$ cat config.mk
export PLATFORM = sky130hd
export DESIGN_NAME = nvram_store_ctrl
export DESIGN_NICKNAME = d
export VERILOG_FILES = /design/src/rtl/nvram_pkg.sv /design/src/rtl/nvram_sync.sv /design/src/rtl/nvram_store_ctrl.sv
export SDC_FILE = /design/constraint.sdc
export NUM_CORES = 1
export LEC_CHECK = 0
export ABC_AREA = 1
export BUFFER_PORTS_ARGS = -buffer_cell sky130_fd_sc_hd__buf_4
export CAP_MARGIN = 40
export CORE_UTILIZATION = 45
export CTS_CLUSTER_SIZE = 10
export DETAILED_ROUTE_END_ITERATION = 7
export GPL_ROUTABILITY_DRIVEN = 0
export PLACE_DENSITY = 0.69
export SYNTH_ARGS = -nofsm -noshare
export SYNTH_HDL_FRONTEND = slang
export SYNTH_HIERARCHICAL = 1
export SYNTH_SLANG_ARGS = --single-unit
$ cat constraint.sdc
create_clock -name clk -period 3.9 [get_ports clk]
set_input_delay 0.39 -clock clk [delete_from_list [all_inputs] [get_ports clk]]
set_output_delay 0.39 -clock clk [all_outputs]
set_load 0.05 [all_outputs]
$ cat src/rtl/nvram_pkg.sv
// Shared definitions for the NVRAM store controller: state encoding and
// default timing constants.
package nvram_pkg;

    typedef enum logic [2:0] {
        S_IDLE    = 3'd0,
        S_ENABLE  = 3'd1,
        S_START   = 3'd2,
        S_WAIT_HI = 3'd3,
        S_WAIT_LO = 3'd4,
        S_DONE    = 3'd5
    } state_t;

    localparam int DEF_CLKDIV    = 4;
    localparam int DEF_SETTLE    = 8;
    localparam int DEF_START_LEN = 4;
    localparam int DEF_TIMEOUT   = 65535;
    localparam int CNT_W         = 16;

    // A phase lasting n cycles is loaded with n-1 and ends when the counter hits 0.
    function automatic logic [CNT_W-1:0] dur_load(input int cycles);
        return CNT_W'(cycles - 1);
    endfunction

endpackage

$ cat src/rtl/nvram_sync.sv
// Two-flop synchronizer for the asynchronous charge-pump busy flag.
module nvram_sync (
    input  logic clk,
    input  logic resetn,
    input  logic d,
    output logic q
);

    logic meta;

    always_ff @(posedge clk) begin
        if (!resetn) begin
            meta <= 1'b0;
            q    <= 1'b0;
        end else begin
            meta <= d;
            q    <= meta;
        end
    end

endmodule

$ cat src/rtl/nvram_store_ctrl.sv
// NVRAM store sequencer: enables the selected memories, pulses the charge-pump
// start and waits for its busy handshake, with timeouts on both busy edges.
module nvram_store_ctrl
    import nvram_pkg::*;
#(
    parameter int CLKDIV    = DEF_CLKDIV,
    parameter int SETTLE    = DEF_SETTLE,
    parameter int START_LEN = DEF_START_LEN,
    parameter int TIMEOUT   = DEF_TIMEOUT
) (
    input  logic        clk,
    input  logic        resetn,
    input  logic        store_req,
    input  logic [1:0]  store_sel,
    input  logic [15:0] trim_in,
    output logic        store_ack,
    output logic        store_done,
    output logic        store_err,
    output logic        busy,
    output logic        cp_por,
    output logic        cp_clki,
    output logic        cp_vsestart,
    output logic        cp_busynvc,
    output logic        cp_mem1_ent,
    output logic        cp_mem2_ent,
    output logic [15:0] cp_trim,
    input  logic        cp_vsebusy
);

    state_t           state, state_nx;
    logic [CNT_W-1:0] cnt, cnt_load;
    logic [1:0]       sel_q;
    logic [15:0]      trim_q;
    logic [7:0]       div_cnt;
    logic             busy_s;
    logic             accept, err_set, cnt_zero, ent_phase;

    nvram_sync u_sync (
        .clk    (clk),
        .resetn (resetn),
        .d      (cp_vsebusy),
        .q      (busy_s)
    );

    assign cnt_zero = (cnt == '0);

    always_comb begin
        state_nx = state;
        accept   = 1'b0;
        err_set  = 1'b0;
        case (state)
            S_IDLE: begin
                if (store_req) begin
                    if (store_sel != 2'b00) begin
                        accept   = 1'b1;
                        state_nx = S_ENABLE;
                    end else begin
                        err_set  = 1'b1;
                        state_nx = S_DONE;
                    end
                end
            end
            S_ENABLE:  if (cnt_zero) state_nx = S_START;
            S_START:   if (cnt_zero) state_nx = S_WAIT_HI;
            S_WAIT_HI: begin
                if (busy_s) begin
                    state_nx = S_WAIT_LO;
                end else if (cnt_zero) begin
                    err_set  = 1'b1;
                    state_nx = S_DONE;
                end
            end
            S_WAIT_LO: begin
                if (!busy_s) begin
                    state_nx = S_DONE;
                end else if (cnt_zero) begin
                    err_set  = 1'b1;
                    state_nx = S_DONE;
                end
            end
            S_DONE:    state_nx = S_IDLE;
            default:   state_nx = S_IDLE;
        endcase
    end

    // The shared counter is reloaded for whichever state is being entered.
    always_comb begin
        cnt_load = '0;
        case (state_nx)
            S_ENABLE:             cnt_load = dur_load(SETTLE);
            S_START:              cnt_load = dur_load(START_LEN);
            S_WAIT_HI, S_WAIT_LO: cnt_load = dur_load(TIMEOUT);
            default:              cnt_load = '0;
        endcase
    end

    always_ff @(posedge clk) begin
        if (!resetn) begin
            state     <= S_IDLE;
            cnt       <= '0;
            sel_q     <= 2'b00;
            trim_q    <= 16'h0000;
            store_err <= 1'b0;
            store_ack <= 1'b0;
        end else begin
            state     <= state_nx;
            store_ack <= accept;
            if (state_nx != state)
                cnt <= cnt_load;
            else if (!cnt_zero)
                cnt <= cnt - 1'b1;
            if (accept) begin
                sel_q  <= store_sel;
                trim_q <= trim_in;
            end
            if (accept)
                store_err <= 1'b0;
            else if (err_set)
                store_err <= 1'b1;
        end
    end

    // Pump clock runs whenever the pump is out of power-on reset.
    always_ff @(posedge clk) begin
        if (!resetn) begin
            cp_por  <= 1'b1;
            cp_clki <= 1'b0;
            div_cnt <= 8'd0;
        end else begin
            cp_por <= 1'b0;
            if (cp_por) begin
                cp_clki <= 1'b0;
                div_cnt <= 8'd0;
            end else if (div_cnt == 8'(CLKDIV - 1)) begin
                cp_clki <= ~cp_clki;
                div_cnt <= 8'd0;
            end else begin
                div_cnt <= div_cnt + 8'd1;
            end
        end
    end

    assign ent_phase   = (state == S_ENABLE) || (state == S_START) ||
                         (state == S_WAIT_HI) || (state == S_WAIT_LO);
    assign cp_busynvc  = ent_phase;
    assign cp_mem1_ent = ent_phase & sel_q[0];
    assign cp_mem2_ent = ent_phase & sel_q[1];
    assign cp_vsestart = (state == S_START);
    assign store_done  = (state == S_DONE);
    assign busy        = (state != S_IDLE);
    assign cp_trim     = trim_q;

endmodule

; Word-level counts from Yosys, hierarchy flattened
; Cells that the tools add are included.
[word_totals]
regBits = 51
in_bits = 22
word_cells = 61
[op_classes]
n_addsub = 2
eq_ne = 12
muxes = 21
bitwise_logic = 4
reduce_logical = 11
[op_table]
columns = operator, count
row1 = $pmux 16 s3, 1
row2 = $mux 16, 2
row3 = $mux 3, 7
row4 = $logic_not 16->1, 1
row5 = $sub 16x1->16 const B, 1
row6 = $pmux 3 s5, 1
row7 = $eq 3x2->1 const B, 4
row8 = $eq 3x3->1 const B, 3
row9 = $mux 1, 9
row10 = $add 8x1->8 const B, 1
row11 = $eq 8x2->1 const B, 1
row12 = $eq 3x1->1 const B, 2
row13 = $reduce_or 2->1, 3
row14 = $logic_not 3->1, 1
row15 = $logic_or 1x1->1, 3
row16 = $ne 3x3->1, 1
row17 = $pmux 1 s3, 1
row18 = $reduce_bool 3->1, 1
row19 = $reduce_or 3->1, 1
row20 = $and 1x1->1, 2
row21 = $ne 2x1->1 const B, 1
row22 = $not 1->1, 2
row23 = $reduce_bool 2->1, 1

; Logic depth before layout (Yosys ltp)
; Gate-level depths: netlist of run 1.
[logic_depth]
depth_word = 8
ltp_mapped = 16
ltp_nobuf = 15

; By module
; Netlist of run 1, hierarchy kept.
[by_module_without_submodules]
columns = module, n_inst, cells_per_inst, area_each_um2
row1 = nvram_store_ctrl, 1, 329, 2346.0
row2 = nvram_sync, 1, 6, 55.1

; Least setup slack after synthesis of run 1
; No wires, ideal clock.
[synth_timing]
path_type = register to output
startpoint = register state[1]
endpoint = output cp_mem1_ent
arrival_ns = 1.817
required_time_ns = 3.510
path_slack_ns = 1.693
path_stages_with_launch = 7
path_buffers = 1
cell_sequence = dfxtp_1 -> buf_6 -> nor2_1 -> nand2_1 -> nand2_1 -> inv_1 -> nor2_1
[synth_between]
elab_chain_len = 5
[synth_lines]
columns = item, line_no
row1 = start: declaration, nvram_store_ctrl.sv:30  ; state_t state, state_nx;
row2 = start signal: assignment, nvram_store_ctrl.sv:106  ; state <= state_nx;
row3 = $eq 3x1->1 / $eq 3x2->1 (equally long branches), nvram_store_ctrl.sv:143  ; assign ent_phase = (state == S_ENABLE) || (state == S_START) ||
row4 = $logic_or 1x1->1 (2 in a row), nvram_store_ctrl.sv:143
row5 = $logic_or 1x1->1 (*), nvram_store_ctrl.sv:144  ; (state == S_WAIT_HI) || (state == S_WAIT_LO);
row6 = via cp_busynvc, nvram_store_ctrl.sv:23  ; output logic cp_busynvc,
row7 = $and 1x1->1 (*), nvram_store_ctrl.sv:146  ; assign cp_mem1_ent = ent_phase & sel_q[0];
row8 = end: declaration, nvram_store_ctrl.sv:24  ; output logic cp_mem1_ent,
; Mark *: on every way through the listed nets, which the timed path passes. The rest lies on a longest branch.

; Worst setup path in the final report of run 1
[layout_timing]
startpoint = register cnt[0]
endpoint = register cnt[7]
[layout_between]
elab_chain_len = 8
[layout_lines]
columns = item, line_no
row1 = start: declaration, nvram_store_ctrl.sv:31  ; logic [CNT_W-1:0] cnt, cnt_load;
row2 = start signal: assignment, nvram_store_ctrl.sv:109  ; cnt <= cnt_load;
row3 = start signal: assignment, nvram_store_ctrl.sv:111  ; cnt <= cnt - 1'b1;
row4 = $logic_not 16->1, nvram_store_ctrl.sv:45  ; assign cnt_zero = (cnt == '0);
row5 = $mux 3, "nvram_store_ctrl.sv:68, nvram_store_ctrl.sv:76"
row6 = $mux 3 (on tied branches), "nvram_store_ctrl.sv:74, nvram_store_ctrl.sv:66"
row7 = $pmux 3 s5, nvram_store_ctrl.sv:51  ; case (state)
row8 = $eq 3x2->1 / $eq 3x3->1 (equally long branches), nvram_store_ctrl.sv:89  ; case (state_nx)
row9 = $reduce_or 2->1, nvram_store_ctrl.sv:89
row10 = $pmux 16 s3, nvram_store_ctrl.sv:89
row11 = $mux 16, nvram_store_ctrl.sv:108  ; if (state_nx != state)
; Several ways; a longest one is shown, not always the timed one. The select of a mux whose other input is x is not followed.
; A chain may end at the register's enable or synchronous reset.

==> flow_summary.json, run 1 <==
{
  "area_delta_synth_final_pct": 21.1,
  "finalPower_mw": 2.22,
  "power_per_cell_area_nw_per_um2": 763,
  "run_status": "finished clean",
  "p_leak_nw": 1.43,
  "ys_seq_area_frac": 0.425,
  "fmaxAchievable_mhz": 458,
  "required_ns": 4.08,
  "switching_share": 0.456,
  "final_wirelength_mm": 5.20,
  "syn-cell-area_um2": 2400,
  "path_delay_family": "simple AND/OR/NAND/NOR gates",
  "hpwlAfterDp_mm": 3.96,
  "ctsRootBufferMaster": "sky130_fd_sc_hd__clkbuf_8",
  "fillCellCount": 498,
  "netlist_instances": 335,
  "mostFrequentLayoutCell": "sky130_fd_sc_hd__nand2_1",
  "number_of_buffers_inserted_by_hold_repair_at_cts": 0,
  "initial_antenna_violation_count": 0,
  "num_io_pins": 48,
  "worst_path_max_delay_cell": "sky130_fd_sc_hd__dfxtp_1",
  "synth_area_leader_cell": "sky130_fd_sc_hd__dfxtp_1",
  "final.setup.worst_slack_ns": 1.72,
  "mostFrequentLayoutCells": "sky130_fd_sc_hd__nand2_1 (81), sky130_fd_sc_hd__nor2_1 (58), sky130_fd_sc_hd__dfxtp_1 (51)",
  "worst_pin_slew_ns": 0.763,
  "critPathArrivalTime_ns": 2.36,
  "timing_max_transition_violations_final": 0,
  "yosysTopAreaCellShare": 0.425,
  "finish.utilization": 0.569,
  "critical-path-top-cell-by-count": "sky130_fd_sc_hd__nand2_2",
  "fraction_of_layout_instances_using_a_drive_strength_above_1": 0.182,
  "cell_internal_pwr_mw": 1.21,
  "storage_cell_area_um2": 1020,
  "tritoncts": "built",
  "final_cell_area_um2": 2910,
  "drt-pass1-iter-count": 4,
  "fp-row-count": 26,
  "die_height_um": 75.0,
  "final_period_minus_worst_setup_slack_ns": 2.18,
  "detailed_place.area_um2": 2800,
  "core_area_um2": 5110,
  "finalHoldViolations": 0,
  "vdd_drop_max_mv": 0.369,
  "post-route-drc-count": 0,
  "worstSetupEndpointType": "flip-flop",
  "clock_tree.buffer_depth": 2,
  "detailroute.via_count": 2207,
  "worst_skew_pair.late_latency_ns": 0.30,
  "cts_resized": 0,
  "inserted_clock_buffers": 5,
  "startpoint_type": "flip-flop",
  "postRouteAntennaNets": 0,
  "synth.net_count": 359,
  "grt_util_all_layers": 0.194,
  "power.net_switching_mw": 1.01,
  "initialDrtViolationCount": 138,
  "multi_input_comb_area_um2": 1170,
  "die-width_um": 75.0,
  "post_drt_wl_per_cell_um": 11.5,
  "path_clk_slew_ns": 0.08,
  "final_min_period_over_clock_period": 0.559,
  "number_of_buffers_and_inverters_on_the_critical_path": 2,
  "worstPathCellList": "inv_1, ha_1, nand2_1, nor2_2, nand2_2, a21oi_2, nand2_2, nand2_2, nand3_4, inv_4, nand3_1, nand2_1, nor2_1",
  "diodes": 0,
  "first_pass_grt_wire_length_mm": 8.33,
  "grt_pass1_vias": 1932,
  "slew_headroom": 0.491,
  "grt-ovfl-total": 0,
  "power.share.clock": 0.160,
  "initial_standard_cell_utilization_of_the_core": 0.470,
  "top_routing_layer_in_use": "met4",
  "postSynthAreaPerCell_um2": 7.17,
  "ys_top_cells_by_area": "sky130_fd_sc_hd__dfxtp_1 (43%), sky130_fd_sc_hd__nand2_1 (13%), sky130_fd_sc_hd__nor2_1 (9.1%)",
  "crit_path_max_incr_delay_ns": 0.34,
  "nets": 408,
  "via_to_cell_ratio": 4.86,
  "synth-seq-cells": 51,
  "wire_length_on_met1_mm": 2.40,
  "hold_class": "primary input to flip-flop",
  "pre_cts_ws_ns": 1.72,
  "grt_setup_unrepaired": "no",
  "setup_viol": 0,
  "synth.distinct_cells": 27,
  "io_buffers": 47,
  "maxCapViolations": 0,
  "tns_ns": 0,
  "post_cts_buffers": 0,
  "cts.sinks": 51,
  "pwr-share-seq": 0.328,
  "grt_max_degree": 20,
  "wl_met2_mm": 2.52,
  "pwr-share-comb": 0.511,
  "h-tree-depth": 2,
  "detailroute.wirelength.met3_um": 229,
  "timing.clock.skew_ns": 0.00846,
  "yosysWarnings": 6,
  "dieArea_um2": 5630,
  "worstSetupPathType": "flip-flop to flip-flop",
  "critPathMaxFanout": 15
}
==> state kept, by name, summed over array words and instances (netlist names) <==
| name | flops |
|---|---|
| u_sync/meta | 1 |
| store_ack | 1 |
| state | 3 |
| sel_q | 2 |
| u_sync/q | 1 |
| cp_clki | 1 |
| cnt | 16 |
| cp_por | 1 |
| div_cnt | 8 |
| cp_trim | 16 |
| store_err | 1 |
==> logic make-up (layout without fill, tap and decap cells) <==
kind of cell | count (synthesis) | in the layout | synth area share
xor+xnor | 11 | 11 | 0.0401
flops | 51 | 51 | 0.425
compound gates | 43 | 43 | 0.116
fa+ha+maj | 2 | 2 | 0.0104
simple gates | 179 | 179 | 0.320
buf+inv | 49 | 98 | 0.0881
==> power groups by stage <==
stage               logic [mW]  clock network (mW)  registers [mW]
global placement          1.12                   0           0.737
detailed placement        1.13                   0           0.735
finish                    1.13               0.356           0.729
floorplan                0.852                   0           0.790
global route              1.29               0.392           0.744
CTS                       1.14               0.367           0.726
==> per-stage QoR <==
stage	cells	hold WS, ns
5_1_grt	454	0.273
3_3_place_gp	446	0.389
2_1_floorplan	335	0.386
6_report	454	0.273
4_1_cts	454	0.264
3_5_place_dp	447	0.397
==> worst register-to-register path, cell delays in order (launching register included) <==
cell and delay [ns]:
sky130_fd_sc_hd__dfxtp_1 0.34, sky130_fd_sc_hd__inv_1 0.11, sky130_fd_sc_hd__ha_1 0.19, sky130_fd_sc_hd__nand2_1 0.13, sky130_fd_sc_hd__nor2_2 0.14, sky130_fd_sc_hd__nand2_2 0.13, sky130_fd_sc_hd__a21oi_2 0.19, sky130_fd_sc_hd__nand2_2 0.09
sky130_fd_sc_hd__nand2_2 0.09, sky130_fd_sc_hd__nand3_4 0.11, sky130_fd_sc_hd__inv_4 0.16, sky130_fd_sc_hd__nand3_1 0.23, sky130_fd_sc_hd__nand2_1 0.14, sky130_fd_sc_hd__nor2_1 0.04
==> synth_stat cells, drive strengths merged <==
library cell / n
nand4: 5
a21oi: 14
xor2: 7
dfxtp: 51
xnor2: 4
nand3: 12
clkinv: 1
clkbuf: 1
nor4b: 1
nor4: 3
nor3b: 3
buf: 5
ha: 2
a22o: 16
nor3: 6
nand2: 86
nor2: 63
o21ai: 13
inv: 42
==> worst paths after layout <==
kind / startpoint / to / slack [ns] / depth (start not counted)
worst max-delay path: cnt[0]$_SDFFE_PN0P_ / cnt[7]$_SDFFE_PN0P_ / 1.72 / 13
worst max register to register: cnt[0]$_SDFFE_PN0P_ / cnt[7]$_SDFFE_PN0P_ / 1.72 / 13
worst min-delay path: cp_vsebusy / u_sync/meta$_SDFF_PN0_ / 0.27 / 3
worst min register to register: u_sync/meta$_SDFF_PN0_ / u_sync/q$_SDFF_PN0_ / 0.41 / 2
==> per-layer routing <==
| layer | track usage | vias to the layer above |
|---|---|---|
| li1 | - | 1159 |
| met1 | 0.239 | 995 |
| met2 | 0.334 | 47 |
| met3 | 0.0428 | 6 |
| met4 | 0.0650 | 0 |
| met5 | 0 | - |
==> final cells by class <==
type / count / share of cell area
Sequential cell: 51 / 0.351
Timing Repair Buffer: 48 / 0.124
Tap cell: 70 / 0.0301
Clock buffer: 5 / 0.0237
Multi-Input combinational cell: 235 / 0.402
Inverter: 43 / 0.0564
Clock inverter: 2 / 0.0129
No activity file was read; power rests on OpenSTA's default activity.
==> inputs of run 2 (changes only) <==
--- a/config.mk
+++ b/config.mk
@@ -5,14 +5,14 @@
 export SDC_FILE = /design/constraint.sdc
 export NUM_CORES = 1
 export LEC_CHECK = 0
-export ABC_AREA = 1
+export ABC_AREA = 0
 export BUFFER_PORTS_ARGS = -buffer_cell sky130_fd_sc_hd__buf_4
 export CAP_MARGIN = 40
 export CORE_UTILIZATION = 45
 export CTS_CLUSTER_SIZE = 10
 export DETAILED_ROUTE_END_ITERATION = 7
 export GPL_ROUTABILITY_DRIVEN = 0
-export PLACE_DENSITY = 0.69
+export PLACE_DENSITY = 0.72
 export SYNTH_ARGS = -nofsm -noshare
 export SYNTH_HDL_FRONTEND = slang
 export SYNTH_HIERARCHICAL = 1
==> constraint.sdc (replaced) <==
create_clock -name clk -period 1.9 [get_ports clk]
set_input_delay 0.19 -clock clk [delete_from_list [all_inputs] [get_ports clk]]
set_output_delay 0.19 -clock clk [all_outputs]
set_load 0.05 [all_outputs]
==> run 2 against run 1 <==
Effect of this change: clock skew decreased by 0.0027 ns; largest cell class unchanged; clock-buffer cell count grew 1; register-to-register slack got worse by 1.7 ns; wire length is 3.1% higher; critical endpoint is now cnt[10]$_SDFFE_PN0P_.
==> flow_summary.json, run 2 <==
{
  "run_status": "finished clean",
  "maxCapViolations": 0,
  "slew_headroom": 0.700,
  "final.setup.worst_slack_ns": 0.0185,
  "worst_skew_pair.late_latency_ns": 0.29,
  "cts.sinks": 51,
  "startpoint_type": "flip-flop",
  "mostFrequentLayoutCells": "sky130_fd_sc_hd__buf_4 (77), sky130_fd_sc_hd__dfxtp_1 (48), sky130_fd_sc_hd__nand2_1 (46)",
  "synth.top_cells.by_count": "sky130_fd_sc_hd__dfxtp_1 (51), sky130_fd_sc_hd__nand2_1 (47), sky130_fd_sc_hd__nor2_1 (34), sky130_fd_sc_hd__a21oi_1 (31), sky130_fd_sc_hd__o21a_1 (13)",
  "die-width_um": 74.3,
  "io_buffers": 47,
  "syn-cell-area_um2": 2350,
  "finish.cell_count_without_fillers": 424,
  "post_drt_wl_per_cell_um": 12.7,
  "tritoncts": "built",
  "number_of_buffers_inserted_by_hold_repair_at_cts": 0,
  "clock_tree.buffer_depth": 2,
  "postRouteAntennaNets": 0,
  "synth-async-reset-ratio": 0,
  "initial_antenna_violation_count": 0,
  "yosysTopAreaCellShare": 0.434,
  "synth.distinct_cells": 48,
  "synth-seq-cells": 51,
  "fp-row-count": 25,
  "diodes": 0,
  "initialDrtViolationCount": 78,
  "power_per_cell_area_nw_per_um2": 1780,
  "hpwlAfterDp_mm": 3.80,
  "die_height_um": 74.3,
  "num_io_pins": 48,
  "area_delta_synth_final_pct": 33.5,
  "numPlacedInstances": 415,
  "grt-ovfl-total": 0,
  "grt_max_degree": 26,
  "core_area_um2": 4880,
  "critPathArrivalTime_ns": 2.08,
  "drt-pass1-iter-count": 4,
  "setup.reg_to_reg.worst_slack_ns": 0.02,
  "synth.net_count": 309,
  "hold_class": "primary input to flip-flop",
  "synth_enable_flop_cells": 0,
  "worst_pin_slew_ns": 0.449,
  "finalHoldViolations": 0,
  "first_pass_grt_wire_length_mm": 8.94,
  "nets": 381,
  "p_leak_nw": 1.32,
  "pre_cts_ws_ns": -0.207,
  "post-route-drc-count": 0,
  "synth_area_leader_cell": "sky130_fd_sc_hd__dfxtp_1",
  "vdd_drop_max_mv": 0.784,
  "critPathMaxFanout": 13,
  "final_period_minus_worst_setup_slack_ns": 1.88,
  "detailroute.via_count": 2211,
  "final_min_period_over_clock_period": 0.990,
  "setup_viol": 0,
  "worstSetupPathType": "flip-flop to flip-flop",
  "timing.clock.skew_ns": 0.00573,
  "tns_ns": 0,
  "synth_top_flop_cell": "sky130_fd_sc_hd__dfxtp_1",
  "fraction_of_layout_instances_using_a_drive_strength_above_1": 0.303,
  "dieArea_um2": 5520,
  "grt_util_all_layers": 0.211,
  "inserted_clock_buffers": 5,
  "mostFrequentLayoutCell": "sky130_fd_sc_hd__buf_4",
  "grt_pass1_vias": 2114,
  "path_clk_slew_ns": 0.09,
  "required_ns": 2.10,
  "grt_setup_unrepaired": "yes",
  "post-synth-top-count-cell": "sky130_fd_sc_hd__dfxtp_1",
  "netlist_instances": 285,
  "finalPower_mw": 5.59,
  "final_wirelength_mm": 5.37,
  "postSynthAreaPerCell_um2": 8.25,
  "h-tree-depth": 2,
  "timing_max_transition_violations_final": 0,
  "ys_top_cells_by_area": "sky130_fd_sc_hd__dfxtp_1 (43%), sky130_fd_sc_hd__nand2_1 (7.5%), sky130_fd_sc_hd__a21oi_1 (6.6%)",
  "ys_seq_area_frac": 0.434,
  "worstSetupEndpointType": "flip-flop",
  "finish.utilization": 0.643,
  "ctsRootBufferMaster": "sky130_fd_sc_hd__clkbuf_8",
  "fillCellCount": 447,
  "fmaxAchievable_mhz": 531,
  "yosysWarnings": 6,
  "initial_standard_cell_utilization_of_the_core": 0.482,
  "via_to_cell_ratio": 5.21
}
run 2: changes by cell type in the layout (fill, tap and decap cells not counted), moves of 4 or more:
cell / previous run / this run
sky130_fd_sc_hd__a21oi_1: 13 / 29
sky130_fd_sc_hd__a22o_1: 16 / 0
sky130_fd_sc_hd__and2_1: 0 / 6
sky130_fd_sc_hd__buf_4: 48 / 77
sky130_fd_sc_hd__inv_1: 39 / 4
sky130_fd_sc_hd__nand2_1: 81 / 46
sky130_fd_sc_hd__nand3_1: 11 / 7
sky130_fd_sc_hd__nor2_1: 58 / 34
sky130_fd_sc_hd__nor2_2: 5 / 0
sky130_fd_sc_hd__o21a_1: 0 / 13
sky130_fd_sc_hd__xnor2_1: 4 / 9
run 2: area by class of cell:
class	count	area (um^2)	share of cell area
Multi-Input combinational cell	214	1300	0.415
Sequential cell	51	1020	0.327
Timing Repair Buffer	78	598	0.191
Tap cell	67	83.8	0.0267
Clock buffer	6	72.6	0.0231
Clock inverter	1	30.0	0.00957
Inverter	7	26.3	0.00837
run 2: cells by family after synthesis:
kind of cell | count (synthesis) | share of synthesized area
AND/OR/NAND/NOR | 124 | 0.259
AO/OA/AOI/OAI | 68 | 0.179
flip-flops | 51 | 0.434
buffers and inverters | 20 | 0.0420
XOR/XNOR | 19 | 0.0708
adder cells (fa/ha/maj) | 2 | 0.0106
multiplexers | 1 | 0.00426
run 2: repair_timing:
action | 4_1_cts | 5_1_grt
setup endpoints to repair | 14 | 15
pin swaps | 2 | 3
gates resized for setup | 4 | 4
buffers inserted | 2 | 0
run 2: worst paths after layout:
path | start | end | cells after the start
min reg2reg | u_sync/meta$_SDFF_PN0_ | u_sync/q$_SDFF_PN0_ | 1
max reg2reg | cnt[1]$_SDFFE_PN0P_ | cnt[10]$_SDFFE_PN0P_ | 9
max | cnt[1]$_SDFFE_PN0P_ | cnt[10]$_SDFFE_PN0P_ | 9
min | cp_vsebusy | u_sync/meta$_SDFF_PN0_ | 2
run 2: stage by stage:
step                hold WS (ns)  instance area (um^2)
floorplan                  0.312                  2400
global placement           0.403                  2990
detailed placement         0.403                  2990
CTS                       0.0880                  3130
global route              0.0832                  3140
finish                     0.101                  3140
run 2: worst max-delay path: stages (launching register included):
cell and delay (ns):
sky130_fd_sc_hd__dfxtp_2 0.33, sky130_fd_sc_hd__inv_2 0.06, sky130_fd_sc_hd__ha_4 0.13, sky130_fd_sc_hd__nor4b_4 0.23, sky130_fd_sc_hd__nand4_2 0.23, sky130_fd_sc_hd__mux2i_1 0.19, sky130_fd_sc_hd__a21oi_2 0.20, sky130_fd_sc_hd__a21oi_4 0.09
sky130_fd_sc_hd__buf_12 0.14, sky130_fd_sc_hd__o21a_1 0.18
run 2: where the power goes:
| group | internal, mW | switching (mW) |
|---|---|---|
| combinational | 1.53 | 1.82 |
| sequential | 1.32 | 0.195 |
| clock | 0.386 | 0.331 |
| total | 3.24 | 2.35 |
run 2: per-layer routing:
| metal | part of all wire | track usage | vias to the layer above |
|---|---|---|---|
| li1 | - | - | 1109 |
| met1 | 0.45 | 0.260 | 1040 |
| met2 | 0.49 | 0.363 | 55 |
| met3 | 0.050 | 0.0515 | 7 |
| met4 | 0.012 | 0.0692 | 0 |
| met5 | 0 | 0 | - |
==> inputs of run 3 (changes only) <==
--- a/config.mk
+++ b/config.mk
@@ -8,11 +8,12 @@
 export ABC_AREA = 0
 export BUFFER_PORTS_ARGS = -buffer_cell sky130_fd_sc_hd__buf_4
 export CAP_MARGIN = 40
-export CORE_UTILIZATION = 45
+export CORE_MARGIN = 1
+export CORE_UTILIZATION = 37
 export CTS_CLUSTER_SIZE = 10
 export DETAILED_ROUTE_END_ITERATION = 7
 export GPL_ROUTABILITY_DRIVEN = 0
-export PLACE_DENSITY = 0.72
+export PLACE_DENSITY = 0.62
 export SYNTH_ARGS = -nofsm -noshare
 export SYNTH_HDL_FRONTEND = slang
 export SYNTH_HIERARCHICAL = 1
==> constraint.sdc (replaced) <==
create_clock -name clk -period 1.9 [get_ports clk]
set_input_delay 0.38 -clock clk [delete_from_list [all_inputs] [get_ports clk]]
set_output_delay 0.38 -clock clk [all_outputs]
set_load 0.05 [all_outputs]
==> run 3 against run 2 <==
Effect of this change: critical path type unchanged; sequential cell count did not move; largest cell class unchanged; non-clock buffer count up 9; cell count grew 4.2%; sequential power barely moved; worst setup slack got worse by 0.039 ns; first-iteration DRC count shrank 19%; cell area rose by 3.5%; critical path depth increased by 1; clock skew increased by 0.0016 ns; the run now ends with setup timing left; global-route usage decreased by 4.2 points; worst hold slack better by 0.18 ns; via count is 0.81% lower.
==> flow_summary.json, run 3 (same netlist as run 2, synthesis figures left out) <==
{
  "grtUsageMet2": 0.273,
  "h-tree-depth": 2,
  "path_delay_family": "compound AO/OA/AOI/OAI gates",
  "fmaxAchievable_mhz": 521,
  "grt.met3_usage": 0.0356,
  "core_area_um2": 6030,
  "maxCapViolations": 0,
  "num_io_pins": 48,
  "final.setup.worst_slack_ns": -0.0209,
  "required_ns": 2.09,
  "via_to_cell_ratio": 4.96,
  "drt-pass1-iter-count": 4,
  "grt_pass1_vias": 2030,
  "run_status": "finished, violations left",
  "power.net_switching_mw": 2.46,
  "finish.cell_count_without_fillers": 442,
  "tns_ns": -0.0209,
  "mostFrequentLayoutCell": "sky130_fd_sc_hd__buf_4",
  "detailroute.via_count": 2193,
  "grt_max_degree": 26,
  "initial_standard_cell_utilization_of_the_core": 0.390,
  "detailed_place.area_um2": 3030,
  "critPathMaxFanout": 5,
  "worstSetupPathType": "flip-flop to flip-flop",
  "first_pass_grt_wire_length_mm": 8.76,
  "timing_max_transition_violations_final": 0,
  "postRouteAntennaNets": 0,
  "grt_util_all_layers": 0.169,
  "failed_checks": "setup timing",
  "clock_tree.buffer_depth": 2,
  "p_leak_nw": 1.37,
  "die-width_um": 81.7,
  "final_hold_slack_ns": 0.282,
  "grt_setup_unrepaired": "yes",
  "switching_share": 0.424,
  "worst_pin_slew_ns": 0.451,
  "timing.rr.start": "cnt[0]$_SDFFE_PN0P_",
  "finalHoldViolations": 0,
  "startpoint_type": "flip-flop",
  "tritoncts": "built",
  "crit_path_start": "cnt[0]$_SDFFE_PN0P_",
  "worst_min_delay_path_startpoint": "cp_vsebusy",
  "worst_skew_pair.late_latency_ns": 0.30,
  "pre_cts_ws_ns": -0.243,
  "vdd_drop_max_mv": 0.804,
  "final_cell_area_um2": 3250,
  "critPathArrivalTime_ns": 2.11,
  "power.share.clock": 0.114,
  "fraction_of_layout_instances_using_a_drive_strength_above_1": 0.338,
  "worstSetupEndpointType": "flip-flop",
  "crit_path_max_incr_delay_ns": 0.34,
  "numPlacedInstances": 427,
  "grt-busiest-layer": "met2",
  "pwr-share-comb": 0.623,
  "initial_antenna_violation_count": 0,
  "post_drt_wl_per_cell_um": 12.4,
  "timing.clock.skew_ns": 0.00734,
  "worst_path_max_delay_cell": "sky130_fd_sc_hd__dfxtp_2",
  "cell_internal_pwr_mw": 3.33,
  "hpwlAfterDp_mm": 3.93,
  "inserted_clock_buffers": 5,
  "finalPower_mw": 5.79,
  "io_buffers": 47,
  "diodes": 0,
  "worstPathCellList": "inv_2, ha_4, nor4b_4, buf_4, nand4_4, buf_6, nand3_2, and3_4, a31o_1, o41a_1",
  "nets": 390,
  "mostFrequentLayoutCells": "sky130_fd_sc_hd__buf_4 (85), sky130_fd_sc_hd__nand2_1 (47), sky130_fd_sc_hd__dfxtp_1 (47)",
  "post-route-drc-count": 0,
  "power_per_cell_area_nw_per_um2": 1780,
  "cts.sinks": 51,
  "hold_class": "primary input to flip-flop",
  "dieArea_um2": 6680,
  "gr-usage-met1": 0.220,
  "setup.reg_to_reg.worst_slack_ns": -0.02,
  "number_of_buffers_and_inverters_on_the_critical_path": 3,
  "grt-ovfl-total": 0,
  "pwr-share-seq": 0.263,
  "path_clk_slew_ns": 0.10,
  "final_wirelength_mm": 5.48,
  "final_min_period_over_clock_period": 1.01,
  "final_period_minus_worst_setup_slack_ns": 1.92,
  "ctsRootBufferMaster": "sky130_fd_sc_hd__clkbuf_8",
  "die_height_um": 81.7,
  "initialDrtViolationCount": 63,
  "finish.utilization": 0.539,
  "setup_viol": 1,
  "fp-row-count": 28,
  "area_delta_synth_final_pct": 38.1,
  "slew_headroom": 0.699
}
==> run 3: final cells by class <==
cell class,instances,area [um^2]
Tap cell,75,93.8
Clock inverter,2,16.3
Multi-Input combinational cell,214,1330
Clock buffer,6,82.6
Timing Repair Buffer,87,669
Fill cell,591,2780
Inverter,7,26.3
Sequential cell,51,1030
==> run 3: power groups by stage <==
stage / clock, mW / combinational (mW) / sequential [mW]
after floorplan: 0 / 2.02 / 1.75
after CTS: 0.680 / 3.35 / 1.52
after detailed placement: 0 / 3.24 / 1.55
after global routing: 0.726 / 3.94 / 1.56
final: 0.660 / 3.61 / 1.52
after global placement: 0 / 3.22 / 1.54
==> run 3: repair_timing <==
action                                 in CTS  in global routing
hold buffers                                0                  0
setup buffers                               2                  5
pin swaps                                   3                  8
resized for setup                           6                  8
endpoints found under the hold margin       0                  0
setup endpoints to repair                  18                 16
==> run 3: path summary, 6_finish.rpt <==
check / end / cells after the start
max: cnt[1]$_SDFFE_PN0P_ / 10
min: u_sync/meta$_SDFF_PN0_ / 2
max reg2reg: cnt[1]$_SDFFE_PN0P_ / 10
min reg2reg: u_sync/q$_SDFF_PN0_ / 1
==> run 3: per-layer routing <==
layer,wire [um],up-vias,part of all wire
met1,2530,1007,0.46
met3,257,8,0.047
met2,2590,40,0.47
met5,0,-,0
li1,-,1138,-
met4,97,0,0.018
